--- src/rtl/gnn_part_pkg.sv ---
// Shared constants and types for the graph-partition pipeline (S1/S2/S3 calculation
// and dispatch blocks).
package gnn_part_pkg;

  localparam int ID_W         = 12;
  localparam int CORE_W       = 6;
  localparam int LOG2_VPC     = 5;
  localparam int NUM_VERTICES = 3703;

  // Dataset sizes used by the S1/S2/S3 partition calculations
  localparam int DS_NUM_NODES = 3703;
  localparam int DS_PART_SIZE = 2048;

  typedef enum logic [1:0] {
    IDLE = 2'd0,
    RUN  = 2'd1,
    DONE = 2'd2
  } state_e;

endpackage

--- src/rtl/s3_id_gen.sv ---
// Combinational vertex-ID adder and limit comparator for the stage-3 dispatcher.
// The sum is formed wide so the limit check sees the true ID before truncation.
module s3_id_gen
  import gnn_part_pkg::*;
(
  input  logic [ID_W-1:0]     base_i,
  input  logic [CORE_W-1:0]   core_idx_i,
  input  logic [LOG2_VPC-1:0] offset_i,
  input  logic [CORE_W-1:0]   core_cnt_i,
  output logic [ID_W-1:0]     id_o,
  output logic                core_last_o,
  output logic                last_o
);

  localparam int FW = ID_W + CORE_W + 1;

  logic [FW-1:0]     full_id;
  logic [CORE_W-1:0] cnt_m1;
  logic              off_max;
  logic              at_limit;

  assign full_id  = FW'(base_i) + (FW'(core_idx_i) << LOG2_VPC) + FW'(offset_i);
  assign cnt_m1   = core_cnt_i - CORE_W'(1);
  assign off_max  = (offset_i == {LOG2_VPC{1'b1}});
  assign at_limit = (full_id == FW'(NUM_VERTICES - 1));

  assign id_o        = full_id[ID_W-1:0];
  assign core_last_o = off_max | at_limit;
  assign last_o      = ((core_idx_i == cnt_m1) & off_max) | at_limit;

endmodule

--- src/rtl/s3_vertex_dispatcher.sv ---
// Stage-3 vertex dispatcher: walks base_ID + core*32 + offset for core_cnt cores,
// clipped at NUM_VERTICES, emitting one registered beat per handshake.
module s3_vertex_dispatcher
  import gnn_part_pkg::*;
(
  input  logic              clk,
  input  logic              rst,
  input  logic              start_valid,
  output logic              start_ready,
  input  logic [ID_W-1:0]   base_ID,
  input  logic [CORE_W-1:0] core_cnt,
  output logic              out_valid,
  input  logic              out_ready,
  output logic [ID_W-1:0]   out_ID,
  output logic [CORE_W-1:0] out_core,
  output logic              out_core_last,
  output logic              out_last,
  output logic              done,
  output logic              busy
);

  state_e              state_q, state_d;
  logic [ID_W-1:0]     base_q, base_d;
  logic [CORE_W-1:0]   cnt_q, cnt_d;
  logic [CORE_W-1:0]   core_idx_q, core_idx_d;
  logic [LOG2_VPC-1:0] offset_q, offset_d;
  logic                load;

  logic                start_ready_q, out_valid_q, done_q, busy_q;
  logic [ID_W-1:0]     out_id_q;
  logic [CORE_W-1:0]   out_core_q;
  logic                out_core_last_q, out_last_q;

  logic [ID_W-1:0]     gen_id;
  logic                gen_core_last, gen_last;

  // The generator sees next-state counters so the output registers load the
  // upcoming beat in the same cycle the counters advance.
  s3_id_gen u_id_gen (
    .base_i      (base_d),
    .core_idx_i  (core_idx_d),
    .offset_i    (offset_d),
    .core_cnt_i  (cnt_d),
    .id_o        (gen_id),
    .core_last_o (gen_core_last),
    .last_o      (gen_last)
  );

  always_comb begin
    state_d    = state_q;
    base_d     = base_q;
    cnt_d      = cnt_q;
    core_idx_d = core_idx_q;
    offset_d   = offset_q;
    load       = 1'b0;
    case (state_q)
      IDLE: begin
        if (start_valid) begin
          base_d     = base_ID;
          cnt_d      = core_cnt;
          core_idx_d = '0;
          offset_d   = '0;
          if (core_cnt == '0 || {1'b0, base_ID} >= (ID_W + 1)'(NUM_VERTICES)) begin
            state_d = DONE;
          end else begin
            state_d = RUN;
            load    = 1'b1;
          end
        end
      end
      RUN: begin
        if (out_ready) begin
          if (out_last_q) begin
            state_d = DONE;
          end else begin
            load = 1'b1;
            if (offset_q == {LOG2_VPC{1'b1}}) begin
              offset_d   = '0;
              core_idx_d = core_idx_q + CORE_W'(1);
            end else begin
              offset_d = offset_q + LOG2_VPC'(1);
            end
          end
        end
      end
      DONE:    state_d = IDLE;
      default: state_d = IDLE;
    endcase
  end

  always_ff @(posedge clk or posedge rst) begin
    if (rst) begin
      state_q         <= IDLE;
      base_q          <= '0;
      cnt_q           <= '0;
      core_idx_q      <= '0;
      offset_q        <= '0;
      start_ready_q   <= 1'b1;
      out_valid_q     <= 1'b0;
      done_q          <= 1'b0;
      busy_q          <= 1'b0;
      out_id_q        <= '0;
      out_core_q      <= '0;
      out_core_last_q <= 1'b0;
      out_last_q      <= 1'b0;
    end else begin
      state_q       <= state_d;
      base_q        <= base_d;
      cnt_q         <= cnt_d;
      core_idx_q    <= core_idx_d;
      offset_q      <= offset_d;
      start_ready_q <= (state_d == IDLE);
      out_valid_q   <= (state_d == RUN);
      done_q        <= (state_d == DONE);
      busy_q        <= (state_d != IDLE);
      if (load) begin
        out_id_q        <= gen_id;
        out_core_q      <= core_idx_d;
        out_core_last_q <= gen_core_last;
        out_last_q      <= gen_last;
      end else if (state_d != RUN) begin
        out_core_last_q <= 1'b0;
        out_last_q      <= 1'b0;
      end
    end
  end

  assign start_ready   = start_ready_q;
  assign out_valid     = out_valid_q;
  assign out_ID        = out_id_q;
  assign out_core      = out_core_q;
  assign out_core_last = out_core_last_q;
  assign out_last      = out_last_q;
  assign done          = done_q;
  assign busy          = busy_q;

endmodule

--- config.mk ---
export PLATFORM = sky130hd
export DESIGN_NAME = s3_vertex_dispatcher
export DESIGN_NICKNAME = d
export VERILOG_FILES = /design/src/rtl/gnn_part_pkg.sv /design/src/rtl/s3_id_gen.sv /design/src/rtl/s3_vertex_dispatcher.sv
export SDC_FILE = /design/constraint.sdc
export NUM_CORES = 1
export LEC_CHECK = 0
export CAP_MARGIN = 40
export CORE_MARGIN = 4
export CORE_UTILIZATION = 59
export DETAILED_ROUTE_END_ITERATION = 8
export GPL_TIMING_DRIVEN = 0
export HOLD_SLACK_MARGIN = 0.05
export PLACE_DENSITY = 0.87
export SLEW_MARGIN = 5
export SYNTH_ARGS = -nofsm -noshare
export SYNTH_HDL_FRONTEND = slang
export SYNTH_SLANG_ARGS = --single-unit
export TNS_END_PERCENT = 10
--- constraint.sdc ---
create_clock -name clk -period 5.5 [get_ports clk]
set_clock_uncertainty 0.15 [all_clocks]
set_input_delay 0.825 -clock clk [delete_from_list [all_inputs] [get_ports clk]]
set_output_delay 0.825 -clock clk [all_outputs]
set_load 0.1 [all_outputs]
==> run_results.csv, run 1 <==
group,metric,value,unit
cts,insertion_delay,0.30,ns
cts,cts_inserted_buffers,5,
final_layout,multi_input_area,1740,um2
setup_path,worst-setup-path-type,"in2reg",
job,maxCapViolCount,0,
timing,fin_tns_setup,0,ns
setup_path,r2r-end,"out_last",
synth,synth_top_family_by_area,"simple AND/OR/NAND/NOR gates",
synth,synth-adder-area-share,0.0709,
routing,via_per_inst,5.74,
setup_path,arrival,4.81,ns
min_path,whs_path_depth,2,
synth,syn_area,3210,um2
routing,first_pass_iters,4,
synth,synth-simple-area-share,0.214,
min_path,hold_path_class,"reg2reg",
routing,finalWirelength,8230,um
cts,max-clock-path-buffers,2,
timing,hold_viol_final,0,
setup_path,endpoint_kind,"flip-flop",
floorplanning,fp.coreArea,5200,um2
synth,ys.flop_type,"dfrtp_1",
setup_path,path_delay_family,"simple AND/OR/NAND/NOR gates",
synth,synth_top_area_frac,0.421,
final_layout,register_area,1380,um2
synth,synth.distinct_cells,63,
final_layout,diodes,0,
cts,ctsHoldBuffers,0,
synth,syn-num-nets,376,
power,ir_drop,0.490,mV
grt,grt_pass1_vias,2907,
final_layout,layout-drive-gt1-share,0.123,
power,p_per_area,540,nW/um2
setup_path,reg2regPathDepth,16,
routing,wire_per_inst,17.0,um
place,portBuffers,45,
cts,cts_resized,0,
setup_path,cpMaxStageDelayCell,"clkdlybuf4s50_1",
cts,post_cts_buffers,0,
setup_path,required,5.59,ns
final_layout,fillers,329,
place,dp_cells,477,
synth,yosysMostFrequentCell,"nand2_1",
setup_path,rr_startpoint,"offset_q[0]",
setup_path,path_max_fanout,10,
final_layout,fin_nets,453,
floorplanning,die_w,81.8,um
synth,synth-xor-area-share,0.0790,
timing,rsz0062_at_grt,"no",
floorplanning,dieArea,6690,um2
routing,vias,2786,
grt,grt_antenna_before_repair,0,
cts,cts_tree,"done",
synth,async_flop_share,1.00,
synth,syn_area_per_cell,9.53,um2
synth,ys_ff_latch,55,
setup_path,max_stage_delay,0.50,ns
synth,synth_area_leaders,"dfrtp_1 42%, nand2_1 7.5%, ha_1 5.8%, xnor2_1 4.9%, mux2i_1 3.1%",
min_path,hp-start,"out_ID[1]",
cts,h-tree-depth,2,
synth,synth_edf_count,0,
grt,grt_max_degree,36,
final_layout,fin_cells,485,
setup_path,crit_chain,"clkdlybuf4s50_1, or3b_2, buf_2, clkbuf_1, nand2_1, nand2_1, ha_1, fa_1, xnor2_1, nor3b_1, o21ai_0, nor3_1, nand3_1, a2111oi_0, o2111ai_1, nand3_1",
synth,netlist_instances,337,
grt,grt_overflow,0,
floorplanning,die_h,81.8,um
synth,yosys_warnings,0,
routing,drc,0,
timing,fmax,212,MHz
cts,path_clk_slew,0.09,ns
final_layout,area_growth,31.1,%
timing,setup_viol,0,
grt,grt_pass1_wl,13900,um
status,status,"finished, final reports clean",
power,p_leak,1.96,nW
final_layout,utilization,0.809,
cts,clkSinkCount,55,
floorplanning,rows,26,
synth,synth_seq_area_share,0.429,
timing,max_slew.worst_pin.slew,0.763,ns
floorplanning,start_util,0.617,
timing,fin_crit_sh,0.858,
setup_path,critPathBufInv,3,
timing,slew_headroom,0.484,
setup_path,regToRegSetupSlack,1.23,ns
cts,cts_root_buf,"clkbuf_8",
synth,yosysTopAreaCell,"dfrtp_1",
synth,synth-compound-area-share,0.133,
synth,muxShareOfSynthArea,0.0452,
min_path,min_to,"out_ID[1]",
routing,drtIter0Drc,167,
routing,postRouteAntennaNets,0,
grt,grt_util_all_layers,0.275,
setup_path,start_kind,"primary input",
timing,slew_violations,0,
timing,fin_crit,4.72,ns
place,place.gp.congestion,0.934,
place,hpwlAfterDp,6450,um
floorplanning,io_pins,46,
synth,synthTopCellsByCount,"64 x nand2_1, 54 x dfrtp_1, 19 x nor2_1, 18 x xnor2_1",
[routing by layer]
metal / global-route usage / vias up / share of wire
met4: 0.103 / 0 / 0.026
met5: 0 / - / 0
li1: - / 1335 / -
met3: 0.0614 / 20 / 0.071
met2: 0.479 / 103 / 0.51
met1: 0.333 / 1328 / 0.40
[cells in the final DEF, fill, tap and decap left out, types with 3 or more instances in the layout]
master / instances
a21o_1: 6
a21oi_1: 12
and3_1: 3
buf_2: 3
buf_8: 24
clkbuf_1: 6
clkbuf_8: 5
clkdlybuf4s50_1: 45
dfrtp_1: 54
ha_1: 15
inv_1: 14
mux2i_1: 10
nand2_1: 64
nand2b_1: 4
nand3_1: 14
nor2_1: 19
nor3_1: 12
nor4_1: 4
o211ai_1: 3
o21ai_0: 10
o22ai_1: 3
xnor2_1: 18
xor2_1: 11
[area by class of cell]
class,count,share of cell area
Sequential cell,55,0.327
Tap cell,70,0.0208
Buffer,8,0.00802
Clock inverter,1,0.00119
Clock buffer,7,0.0181
Multi-Input combinational cell,258,0.413
Inverter,16,0.0146
Timing Repair Buffer,70,0.197
[worst reg2reg max path: cells and delay by family (launching register included)]
family	cells	cell delay [ns]
adder cells (fa/ha/maj)	3	0.61
AND/OR/NAND/NOR	7	0.99
XOR/XNOR	1	0.16
buffers and inverters	1	0.35
AO/OA/AOI/OAI	4	1.52
flip-flops	1	0.42
[flip-flops by register name, indices dropped and copies added, names as in the netlist]
name and count:
busy 1, base_q 12, state_q 2, out_last 1, core_idx_q 6, out_ID 12
out_core 6, offset_q 5, done 1, out_valid 1, cnt_q 6, out_core_last 1
start_ready 1
[kinds of logic after synthesis]
logic type                 Yosys count
and+or+nand+nor                    140
AOI/OAI and AO/OA                   59
DFF                                 55
xor gates and xnor gates            29
buffers and inverters               24
adders and majority gates           17
muxes                               13
[through the flow]
step / cell area [um2] / setup slack, ns / total power [mW] / hold WS [ns]
6_report: 4210 / 0.781 / 2.27 / 0.321
5_1_grt: 4210 / 0.416 / 2.41 / 0.351
4_1_cts: 4210 / 0.808 / 2.27 / 0.327
3_5_place_dp: 4130 / 0.503 / 2.05 / 0.305
3_3_place_gp: 3750 / 0.518 / 1.83 / 0.300
2_1_floorplan: 3210 / 1.55 / 1.58 / 0.294
[how the worst max path moves through the flow]
stage | startpoint | endpoint | slack [ns] | depth (start not counted)
after global placement | start_valid | out_last | 0.52 | 16
after floorplan | start_valid | out_last | 1.55 | 15
after detailed placement | start_valid | out_last | 0.50 | 16
final | start_valid | out_last | 0.78 | 16
after global routing | start_valid | out_last | 0.42 | 16
after CTS | start_valid | out_last | 0.81 | 16
[where the power goes]
group          switching (mW)  leakage (nW)  internal, mW  total (mW)
Clock                   0.127        0.0422        0.0898       0.217
Combinational           0.911          1.23         0.535        1.45
Sequential             0.0699         0.691         0.541       0.610
Total                    1.11          1.96          1.17        2.27
Power figures use the tool's default switching activity.
==> run 2, diff against run 1 <==
Settings changed: HOLD_SLACK_MARGIN 0.05 to 0.08.
==> results of run 2 <==
The final DEF is identical to that of run 1; final timing and power are the same.
